==> src/rtl/bcd_updown_counter.sv <==
`default_nettype none
// bcd_updown_counter: DIGITS-wide BCD up/down counter with clear, validated load and carry/borrow out.
// Optional macro BCD_CNT_SATURATE_EN: hold at the terminal value instead of wrapping.
module bcd_updown_counter #(
  parameter int                  DIGITS = 3,
  parameter logic [4*DIGITS-1:0] INIT   = '0
) (
  input  logic                  Clk,
  input  logic                  Rst_n,
  input  logic                  Cin,
  input  logic                  Up_Dn,
  input  logic                  Clr,
  input  logic                  Load,
  input  logic [4*DIGITS-1:0]   Load_data,
  output logic                  Cout,
  output logic [4*DIGITS-1:0]   q,
  output logic                  Load_err
);

  localparam int W = 4 * DIGITS;

  logic [W-1:0] stepped;
  logic         ripple;
  logic         at_terminal;
  logic         load_ok;
  logic         sat_hold;

  always_comb begin
    load_ok = 1'b1;
    for (int i = 0; i < DIGITS; i++) begin
      if (Load_data[4*i +: 4] > 4'd9) load_ok = 1'b0;
    end
  end

  // Ripple the +1/-1 from digit 0 upward; a surviving ripple means q was already terminal.
  always_comb begin
    stepped = q;
    ripple  = 1'b1;
    for (int i = 0; i < DIGITS; i++) begin
      if (ripple) begin
        if (Up_Dn) begin
          if (q[4*i +: 4] == 4'd9) begin
            stepped[4*i +: 4] = 4'd0;
          end else begin
            stepped[4*i +: 4] = q[4*i +: 4] + 4'd1;
            ripple            = 1'b0;
          end
        end else begin
          if (q[4*i +: 4] == 4'd0) begin
            stepped[4*i +: 4] = 4'd9;
          end else begin
            stepped[4*i +: 4] = q[4*i +: 4] - 4'd1;
            ripple            = 1'b0;
          end
        end
      end
    end
    at_terminal = ripple;
  end

`ifdef BCD_CNT_SATURATE_EN
  assign sat_hold = at_terminal;
`else
  assign sat_hold = 1'b0;
`endif

  assign Cout = Cin & ~Clr & ~Load & at_terminal;

  always_ff @(posedge Clk or negedge Rst_n) begin
    if (!Rst_n) begin
      q        <= INIT;
      Load_err <= 1'b0;
    end else begin
      Load_err <= 1'b0;
      if (Clr) begin
        q <= '0;
      end else if (Load) begin
        if (load_ok) q <= Load_data;
        else         Load_err <= 1'b1;
      end else if (Cin && !sat_hold) begin
        q <= stepped;
      end
    end
  end

endmodule
`default_nettype wire

==> config.mk <==
export PLATFORM = sky130hd
export DESIGN_NAME = bcd_updown_counter
export DESIGN_NICKNAME = d
export VERILOG_FILES = /design/src/rtl/bcd_updown_counter.sv
export SDC_FILE = /design/constraint.sdc
export NUM_CORES = 1
export LEC_CHECK = 0
export ABC_AREA = 1
export CORE_MARGIN = 4
export CORE_UTILIZATION = 43
export CTS_CLUSTER_SIZE = 12
export DETAILED_ROUTE_END_ITERATION = 8
export GPL_TIMING_DRIVEN = 0
export PLACE_DENSITY = 0.72
export SLEW_MARGIN = 20
export SYNTH_ARGS = -nofsm -noshare
export SYNTH_HDL_FRONTEND = slang
export SYNTH_SLANG_ARGS = --single-unit
==> constraint.sdc <==
create_clock -name Clk -period 1.2 [get_ports Clk]
set_input_delay 0.12 -clock Clk [delete_from_list [all_inputs] [get_ports Clk]]
set_output_delay 0.12 -clock Clk [all_outputs]
set_load 0.01 [all_outputs]
* After elaboration in Yosys (flattened, before gate mapping)
Index checks and enable logic that the tools add are counted.
Storage, ports and cells: register bits 13, output and inout bits 14
Operators by class: equal/unequal tests 4, add/sub/neg operators 6, reduce and logical (&&, ||, !) cells 9, magnitude comparators 3, bitwise operators 5, muxes and demuxes 32
Operators with widths (number):
- $mux W12 | 4
- $mux W4 | 11
- $mux W1 | 17
- $add A4 B1 Y4 const B | 3
- $eq A4 B4 Y1 const B | 3
- $gt A4 B4 Y1 const B | 3
- $logic_not A4 Y1 | 3
- $sub A4 B1 Y4 const B | 3
- $reduce_bool A3 Y1 | 3
- $reduce_and A3 Y1 | 2
- $and A1 B1 Y1 | 3
- $ne A3 B2 Y1 const B | 1
- $not A1 Y1 | 2
- $reduce_and A2 Y1 | 1

* Depth between registers and ports, before layout
Gate-level depths: netlist of run 1.
depth in word-level cells 8, gate-level depth with buffers 11, mapped depth without buffers 10

* Least setup slack after synthesis of run 1
OpenSTA, ideal clock, no wires.
path kind reg2out, from register q[1], to output port Cout, slack -0.150 ns, data arrival time 1.230 ns, cell stages (with the launch flop) 6, cell sequence dfrtp_1 nor2_2 nand3_2 nand2_2 nand3_2 nor3_1
On the way: word-level cells in the longest chain between the ends 6
Ends and longest elaborated chain:
- from (decl) | line 16 | output logic [4*DIGITS-1:0] q,
- from (signal assigned) | line 78 | if (load_ok) q <= Load_data;
- from (signal assigned) | line 81 | q <= stepped;
- $eq A4 B4 Y1 / $logic_not A4 Y1 (equally long branches) | line 42, 49
- $mux W1 (on tied branches) | line 42, 49
- $mux W1 * | line 41 | if (Up_Dn) begin
- $mux W1 * (2 in series) | line 40 | if (ripple) begin
- $and A1 B1 Y1 * | line 67 | assign Cout = Cin & ~Clr & ~Load & at_terminal;
- to (decl) | line 15 | output logic Cout,
Mark *: on every way between the ends. The rest lies on a longest branch, timed or not.

* Worst setup path in the final report of run 1
from register q[3], to output port Cout
Same word-level chain as after synthesis.

==> results of run 1 <==
## cell usage after synthesis
master / count
nand2_1: 80
nand2_8: 1
inv_4: 1
nand4_1: 1
buf_4: 1
inv_1: 17
buf_2: 2
nand2_2: 3
nor2_2: 4
dfrtp_1: 13
o21ai_0: 13
inv_2: 4
clkbuf_2: 1
nand3_2: 2
xor2_1: 1
inv_6: 1
nand3_1: 15
nand2_4: 1
nor2_1: 26
o21ai_1: 2
nor3_1: 1
a21oi_2: 1
nor2_4: 3
a21oi_1: 8
## power by group through the flow
stage | combinational, mW | clock [mW] | sequential (mW)
2_1_floorplan | 0.475 | 0 | 0.622
3_5_place_dp | 0.797 | 0 | 0.605
4_1_cts | 0.992 | 0.290 | 0.595
3_3_place_gp | 0.789 | 0 | 0.601
5_1_grt | 1.23 | 0.308 | 0.625
6_report | 1.11 | 0.284 | 0.614
## worst max-delay path: stages, from the launching register on
cell,delay (ns)
dfrtp_2,0.43
inv_2,0.08
nor2_4,0.13
nand3_2,0.09
nand2_4,0.09
nand3_4,0.08
nor3_2,0.14
buf_2,0.14
## routing by layer
layer  GRT usage (%)  wire length [um]  vias up
met1            28.1              1650      676
met3            2.77               245        4
met2            35.5              1750       55
li1                -                 -      759
met5               0                 0        -
met4            3.10                17        0
## how the worst max path moves through the flow
stage | end | slack (ns) | depth (start not counted)
after floorplan | q[9] | -0.06 | 9
after global placement | Cout | -0.68 | 5
after detailed placement | Cout | -0.68 | 5
after CTS | Cout | -0.35 | 7
after global routing | Cout | -0.47 | 7
final | Cout | -0.37 | 7
## logic make-up (layout without fill, tap and decap cells)
logic type             after synthesis  in the layout  share of synthesized area [%]
AND/OR/NAND/NOR                    137            137                           51.6
buffers and inverters               27             91                           9.80
AO/OA/AOI/OAI                       24             24                           10.4
flip-flops                          13             13                           27.4
XOR/XNOR                             1              1                          0.738
## metrics by stage
step	total power [mW]	std cells	hold WS [ns]	instance area (sq um)
global route	2.17	296	0.277	1930
finish	2.01	296	0.262	1930
detailed placement	1.40	262	0.558	1550
CTS	1.88	289	0.269	1810
floorplan	1.10	202	-0.176	1210
global placement	1.39	262	0.549	1550
## layout by cell type (no fill, tap or decap)
cell | netlist | final
nand3_2 | 2 | 3
buf_6 | 0 | 10
dlygate4sd2_1 | 0 | 2
dlymetal6s2s_1 | 0 | 2
o21ai_1 | 2 | 5
o21ai_0 | 13 | 10
xor2_1 | 1 | 1
clkbuf_2 | 1 | 3
nand2_4 | 1 | 4
nor3_2 | 0 | 1
a21oi_4 | 0 | 1
clkbuf_1 | 0 | 1
buf_4 | 1 | 26
clkdlybuf4s50_1 | 0 | 14
nand3_1 | 15 | 13
nor2_2 | 4 | 3
inv_2 | 4 | 6
nor2_4 | 3 | 12
buf_2 | 2 | 6
nand4_1 | 1 | 1
a21oi_1 | 8 | 8
inv_6 | 1 | 1
nand3_4 | 0 | 1
nand2_8 | 1 | 1
dfrtp_2 | 0 | 9
inv_1 | 17 | 14
nor2_1 | 26 | 18
nand2_2 | 3 | 11
clkbuf_4 | 0 | 3
dfrtp_1 | 13 | 4
inv_4 | 1 | 2
nand2_1 | 80 | 69
clkbuf_8 | 0 | 1
## registers in the layout (all words and copies together), names as in the netlist
| name | count |
|---|---|
| q | 12 |
| Load_err | 1 |
## final cells by class
cell class / count / area, sq um / area share, %
Inverter: 23 / 96.3 / 4.99
Timing Repair Buffer: 60 / 508 / 26.3
Multi-Input combinational cell: 162 / 883 / 45.8
Clock buffer: 4 / 26.3 / 1.36
Buffer: 4 / 41.3 / 2.14
Sequential cell: 13 / 337 / 17.4
Tap cell: 30 / 37.5 / 1.95
## repair_timing
item | CTS | global route
endpoints found under the hold margin | 0 | 0
gates resized for setup | 64 | 39
endpoints found under the setup margin | 26 | 19
buffers inserted | 23 | 9
pin swaps | 8 | 13
==> results.md, run 1 <==
- CP startpoint kind: flop
- Yosys warning count: 0
- FILL cells: between 150 and 200
- Vias in the first global route: about 1300
- Clock sink count: 13
- Leakage: about 1.0 nW
- Hold crit path type: in -> async
- Routed WL: 3670 um
- Final GP Congestion: 0.890
- Sequential share of the synthesized area: between 20% and 30%
- CP Capture Type: output port
- Site Rows: 18
- # port buffers: 30
- Slew margin rel.: approximately 54%
- Clk pwr share: between 10% and 20%
- All-Layer GR Usage: about a fifth
- Leading post-synthesis cells by cell area: dfrtp_1, nand2_1, nor2_1
- Syn nets: 220
- Area leader, netlist: dfrtp_1
- Routed vias: approximately 1500
- FF-to-FF path depth: 11
- IO Count: 32
- Max Cap Viol: 0
- DP Worst Slack: -0.682 ns
- Root buffer cell: clkbuf_4
- R2R Path Start: q[3]
- Switching share of power: roughly two fifths
- Synthesized area: about 1200 sq um
- Die Width: approximately 61 um
- Top-area cell type share of the netlist area: a little over a quarter
- CTS tree: done
- Setup TNS Final: -3.07 ns
- Largest net degree at the start of global routing: 14
- Hold_buf cts: 0
- Diode count: 0
- Die area: ~3700 sq um
- Final worst path period share: 130%
- Crit path from: q[3]
- DRC viols: 0
- Avg Inst Size Synth: approximately 6 sq um
- Worst-Skew Late Latency: 0.27 ns
- First-pass GRT wire length: between 5000 and 6000 um
- Detailed Routing Iterations Pass 1: 4
- Combinational Power Share: between 50% and 60%
- Final hold violation count: 0
- Synth cell types: 24
- Synth Register Bits: 13
- Slew @ Worst Pin: slightly below 0.7 ns
- Pwr Density: roughly 1000 nW/um^2
- Post-route ant nets: 0
- Fmax: between 0.6 and 0.7 GHz
- CTS buffer count: 3
- Clock-pin slew on the worst setup and hold paths: roughly 0.09 ns
- Int Pwr: about 1.2 mW
- RSZ-0062 raised after global routing: yes
- Flop pwr share: 30.5%
- Setup Skew: 0.000906 ns
- Die height: between 60 and 70 um
- Final core utilization: between 70% and 80%
- Ratio of cells with drive above 1 in the final layout: roughly 39%
- WP data required: 1.08 ns
- Final worst slack: -0.365 ns
- Failing checks: negative setup slack
- CP Class: reg -> out
- Final setup viols: 14
- Layout area overhead: 62.5%
- Post-layout min period: 1.57 ns
- Crit path max fanout: 4
- Max clock buf depth: 2
- Initial core utilization: about 47%
- Drt via density: around 5.0
- DP HPWL: 2500 um
- GR Overflow Total: 0
- Max-slew violations: 0
- R2R Setup Slk: -0.29 ns
- Critical Path AT: between 1 and 1.5 ns
- Post-Syn Instances: between 200 and 250
- Status: complete, but fails checks
- Initial antenna violation count: 0
- Nets: approximately 290
- Net load switching power: roughly 0.83 mW
- Max VDD drop: roughly 0.71 mV
- H-tree depth: 1
- Initial DRC count: 56
- Worst r2r dst: q[5]
- CORE AREA: about 2500 sq um
- Routed length per instance: roughly 12 um
Note: power is estimated with default switching activity, not from simulation.
==> inputs of run 2 (changes only) <==
--- a/config.mk
+++ b/config.mk
@@ -6,12 +6,12 @@
 export NUM_CORES = 1
 export LEC_CHECK = 0
 export ABC_AREA = 1
-export CORE_MARGIN = 4
+export CORE_MARGIN = 1.5
 export CORE_UTILIZATION = 43
 export CTS_CLUSTER_SIZE = 12
 export DETAILED_ROUTE_END_ITERATION = 8
 export GPL_TIMING_DRIVEN = 0
-export PLACE_DENSITY = 0.72
+export PLACE_DENSITY = 0.73
 export SLEW_MARGIN = 20
 export SYNTH_ARGS = -nofsm -noshare
 export SYNTH_HDL_FRONTEND = slang
==> run 2 against run 1 <==
  * First-iteration DRC count rose by 21%
  * Fmax down 3.7%
  * Clock power up 1%
  * Hold slack worse by 0.021 ns
  * Register-to-register slack improved by 0.02 ns
  * Clock-buffer cell count unchanged
  * Cell count is 1.0% higher
  * Clock skew is 0.0017 ns higher
  * Largest cell class unchanged
  * The flow still finishes with violations (negative setup slack)
  * Via count rose by 5.8%
==> results.md, run 2 (same netlist as run 1, synthesis figures left out) <==
- Status: complete, but fails checks
- Failing checks: negative setup slack
- Vias in the first global route: between 1000 and 1500
- Ratio of cells with drive above 1 in the final layout: between 40% and 50%
- CP Capture Type: output port
- Initial antenna violation count: 0
- Worst Path Buf+Inv: 2
- DP Area: 1550 sq um
- Initial core utilization: around 47%
- Die area: 3090 sq um
- Setup TNS Final: -2.68 ns
- Post-layout min period: 1.63 ns
- FILL cells: 185
- Max VDD drop: slightly below 1 mV
- Crit path max fanout: 4
- Final hold violation count: 0
- Clock-pin slew on the worst setup and hold paths: ~0.090 ns
- Final GP Congestion: a little under 0.9
- Largest net degree at the start of global routing: 14
- Largest regs: q x12, Load_err x1
- Fmax: approximately 0.6 GHz
- Detailed Routing Iterations Pass 1: 4
- Critical path cell sequence: inv_1 > nor2_2 > nand2_1 > nand2_2 > nand3_4 > nor3_2 > buf_2
- Site Rows: 18
- Routed WL: roughly 4200 um
- Die height: 55.6 um
- Nets: 288
- Busiest layer in global routing: met2
- CP Class: reg -> out
- GR Util met2: 40.3%
- Critical Path AT: roughly 1.5 ns
- GRT met3 Usage: 3.04%
- CTS buffer count: 3
- GR Overflow Total: 0
- IO Count: 32
- Final core utilization: between 70% and 80%
- Diode count: 0
- Layout area overhead: 69.8%
- Final setup viols: 13
- Routed vias: ~1600
- Routed length per instance: roughly 14 um
- Pwr Density: between 1000 and 1500 nW/um^2
- CP startpoint kind: flop
- Leakage: approximately 1.0 nW
- Post-layout instance area: between 2000 and 2500 sq um
- Clock sink count: 13
- FF-to-FF path depth: 11
- M1 GR Usage: around 32%
- H-tree depth: 1
- Final worst path period share: 135%
- WP data required: approximately 1.1 ns
- R2R Path Start: q[7]
- R2R Setup Slk: -0.27 ns
- DRC viols: 0
- Setup Skew: around 0.0026 ns
- Root buffer cell: clkbuf_4
- # port buffers: 30
- Worst r2r dst: q[5]
- Commonest non-fill, non-tap cell in the layout: nand2_1
- Slew margin rel.: approximately 56%
- CORE AREA: 2540 sq um
- Hold crit path type: in -> async
- Worst-Skew Late Latency: 0.28 ns
- Post-route ant nets: 0
- Max FFs per register: 12
- CTS tree: done
- Initial DRC count: just under 70
- Critical path's top delay family: simple AND/OR/NAND/NOR gates
- RSZ-0062 raised after global routing: yes
- Drt via density: between 5 and 6
- Final worst slack: -0.425 ns
- CP max-delay cell: dfrtp_1
- First-pass GRT wire length: 6140 um
- All-Layer GR Usage: around a quarter
- Slew @ Worst Pin: between 0.6 and 0.7 ns
- Reg with most FFs: q
- DP HPWL: roughly 2500 um
- Die Width: 55.6 um
- Max Cap Viol: 0
- Max-slew violations: 0
- Slowest Stage Delay on Critical Path: between 0.4 and 0.5 ns
- Commonest cells after routing, fill and taps aside: nand2_1, buf_4, buf_6
- Max clock buf depth: 2
-- run 2: worst max path at each step --
stage	from	to	slack, ns	cells after the start
CTS	q[6]	Cout	-0.38	7
finish	q[7]	Cout	-0.43	7
floorplan	q[6]	q[9]	-0.06	9
global placement	Clr	Cout	-0.67	5
global route	q[7]	Cout	-0.48	7
detailed placement	Clr	Cout	-0.68	5
-- run 2: cell type report --
type,instances,area [sq um],share of cell area (%)
plain buffers,4,41.3,2.05
multi-input cells,162,906,44.9
inverters,23,96.3,4.78
well taps,30,37.5,1.86
clock buffers,4,26.3,1.30
repair buffers,63,573,28.4
flip-flops and latches,13,335,16.6
-- run 2: what timing repair did --
action,4_1_cts,5_1_grt
gates resized for setup,69,46
setup endpoints to repair,26,16
endpoints found under the hold margin,0,0
hold buffers,0,0
setup buffers,23,17
pin swaps,7,16
-- run 2: stage by stage --
| step | setup WS, ns | hold WS [ns] | cells | power [mW] |
|---|---|---|---|---|
| floorplan | -0.0589 | -0.176 | 202 | 1.10 |
| global placement | -0.668 | 0.549 | 262 | 1.39 |
| detailed placement | -0.684 | 0.564 | 262 | 1.41 |
| CTS | -0.381 | 0.254 | 289 | 1.88 |
| global route | -0.482 | 0.299 | 299 | 2.27 |
| finish | -0.425 | 0.241 | 299 | 2.14 |
-- run 2: power breakdown --
part / internal (mW) / switching, mW / total [mW]
registers: 0.511 / 0.107 / 0.617
clock network: 0.129 / 0.159 / 0.288
logic: 0.598 / 0.635 / 1.23
-- run 2: routing by layer --
layer / wire, um / vias to the layer above
met3: 320 / 14
met1: 1680 / 720
li1: - / 766
met4: 87 / 0
met2: 2060 / 80
met5: 0 / -
==> inputs of run 3 (changes only) <==
--- a/config.mk
+++ b/config.mk
@@ -7,12 +7,11 @@
 export LEC_CHECK = 0
 export ABC_AREA = 1
 export CORE_MARGIN = 1.5
-export CORE_UTILIZATION = 43
+export CORE_UTILIZATION = 52
 export CTS_CLUSTER_SIZE = 12
 export DETAILED_ROUTE_END_ITERATION = 8
 export GPL_TIMING_DRIVEN = 0
-export PLACE_DENSITY = 0.73
-export SLEW_MARGIN = 20
+export PLACE_DENSITY = 0.83
 export SYNTH_ARGS = -nofsm -noshare
 export SYNTH_HDL_FRONTEND = slang
 export SYNTH_SLANG_ARGS = --single-unit
==> constraint.sdc (replaced) <==
create_clock -name Clk -period 2 [get_ports Clk]
set_input_delay 0.2 -clock Clk [delete_from_list [all_inputs] [get_ports Clk]]
set_output_delay 0.2 -clock Clk [all_outputs]
set_load 0.01 [all_outputs]
==> run 3 against run 2 <==
  * The run now ends clean
  * Clock power shrank 37%
  * Worst setup slack gained 0.63 ns
  * Clock-buffer cell count is the same
  * Non-clock buffer count shrank 32
  * Die area shrank 16%
  * Sequential share of layout area grew 4.4 points
  * Flip-flop and latch count is the same
  * Design area shrank 23%
  * Cell count shrank 11%
  * Critical path type unchanged
  * Largest cell class unchanged
  * Largest power group unchanged
  * Highest routed layer unchanged
==> results.md, run 3 (same netlist as run 1, synthesis figures left out) <==
- Reg with most FFs: q
- Initial DRC count: 45
- First-pass GRT wire length: slightly below 5000 um
- Die height: around 51 um
- Final worst path period share: 89.9%
- Critical Path AT: 1.60 ns
- Clock sink count: 13
- Hold crit path type: in -> async
- Die Width: 50.8 um
- Initial antenna violation count: 0
- Critical path cell sequence: clkbuf_2 > nor2_1 > nand2_1 > nand2_1 > nand3_2 > nor3_1 > clkbuf_2
- GR Overflow Total: 0
- WP data required: about 1.8 ns
- Fmax: 0.556 GHz
- Pwr Density: about 650 nW/um^2
- # port buffers: 30
- Detailed Routing Iterations Pass 1: 4
- R2R Setup Slk: ~0.63 ns
- Post-layout instance area: around 1600 sq um
- DP HPWL: between 2000 and 2500 um
- CP max-delay cell: dfrtp_1
- Routed WL: between 3000 and 4000 um
- Setup Skew: roughly 0.0012 ns
- Worst r2r dst: q[6]
- IO Count: 32
- Final worst slack: 0.203 ns
- R2R Path Start: q[5]
- Post-layout min period: ~1.8 ns
- Final hold violation count: 0
- CTS tree: done
- FF-to-FF path depth: 10
- Site Rows: 17
- CP Capture Type: output port
- DRC viols: 0
- Post-route ant nets: 0
- Layout area overhead: 31.5%
- Commonest non-fill, non-tap cell in the layout: nand2_1
- Final setup viols: 0
- DP Area: between 1500 and 2000 sq um
- CP Class: reg -> out
- Worst Path Buf+Inv: 2
- Final GP Congestion: 0.856
- Overall power: approximately 1.0 mW
- Critical path's top delay family: simple AND/OR/NAND/NOR gates
- Leakage: 0.809 nW
- DP Worst Slack: -0.0651 ns
- Nets: between 200 and 300
- Largest net degree at the start of global routing: 14
- Final core utilization: between 70% and 80%
- Vias in the first global route: about 1100
- Status: completed
- Max-slew violations: 0
- CTS buffer count: 3
- All-Layer GR Usage: between 20% and 30%
- RSZ-0062 raised after global routing: no
- Clock-pin slew on the worst setup and hold paths: 0.09 ns
- Slowest Stage Delay on Critical Path: between 0.3 and 0.4 ns
- Drt via density: between 5 and 6
- Routed vias: 1371
- Die area: around 2600 sq um
- Crit path max fanout: 8
- Reg area: between 300 and 400 sq um
- CORE AREA: ~2200 sq um
- Root buffer cell: clkbuf_4
- Max Cap Viol: 0
- Max FFs per register: 12
- H-tree depth: 1
- Slew margin rel.: 56.1%
- Routed length per instance: roughly 11 um
- Largest regs: q x12, Load_err x1
- Multi-input gate area: about 750 sq um
- FILL cells: 177
- Worst-Skew Late Latency: slightly below 0.3 ns
- CP startpoint kind: flop
- Initial core utilization: about 54%
- Ratio of cells with drive above 1 in the final layout: between 10% and 20%
- Max VDD drop: 0.511 mV
- Max clock buf depth: 2
- Slew @ Worst Pin: about 0.66 ns
- Diode count: 0
- Commonest cells after routing, fill and taps aside: nand2_1, clkdlybuf4s50_1, nor2_1
[run 3: cell count changes in the layout (fill, tap and decap cells not counted), sizes merged]
| cell | previous run | this run |
|---|---|---|
| buf | 45 | 4 |
| clkbuf | 5 | 6 |
| clkdlybuf4s50 | 15 | 29 |
| dlygate4sd2 | 5 | 0 |
| dlymetal6s2s | 1 | 0 |
[run 3: worst max-delay path by stage]
| stage | start | endpoint | cells past startpoint |
|---|---|---|---|
| 3_3_place_gp | Clr | Cout | 5 |
| 3_5_place_dp | Clr | Cout | 5 |
| 4_1_cts | q[6] | Cout | 7 |
| 6_report | q[6] | Cout | 7 |
| 5_1_grt | q[4] | Cout | 7 |
| 2_1_floorplan | q[1] | Cout | 5 |
[run 3: worst reg2reg max path, cell delays in order (launching register included)]
cell,delay [ns]
dfrtp_1,0.44
nor2_1,0.20
nand2_1,0.08
nand2_1,0.10
inv_1,0.07
o21ai_0,0.09
nand2_1,0.09
nand2_1,0.07
nand2_1,0.05
nand2_1,0.05
nand2_1,0.04
[run 3: cell type report]
type,count,area share (%)
clock buffer,4,1.68
inverter,23,6.01
tap,28,2.24
multi-input combinational,162,48.2
sequential,13,21.0
buffer,4,1.44
timing repair buffer,31,19.4
[run 3: through the flow]
stage	setup TNS, ns	std cells	hold slack (ns)
after detailed placement	-0.0651	260	0.540
after floorplan	0	202	-0.0956
after global routing	0	265	0.371
after CTS	0	265	0.331
after global placement	-0.0474	260	0.541
final	0	265	0.303
[run 3: power by group]
part	internal (mW)	total (mW)	switching, mW
combinational	0.213	0.482	0.269
clock	0.0777	0.181	0.103
sequential	0.302	0.355	0.0528
[run 3: repair_timing]
action,4_1_cts,5_1_grt
gates resized for setup,5,3
pin swaps,0,0
hold buffers,0,0
endpoints found under the setup margin,1,1
buffers inserted,1,0
[run 3: layer usage]
metal | up-vias | part of all wire, % | GRT usage [%] | routed length, um
met1 | 624 | 45 | 32.1 | 1370
met3 | 5 | 4.4 | 1.79 | 135
met5 | - | 0 | 0 | 0
met4 | 0 | 1.5 | 10.4 | 46
met2 | 41 | 49 | 43.4 | 1490
li1 | 701 | - | - | -
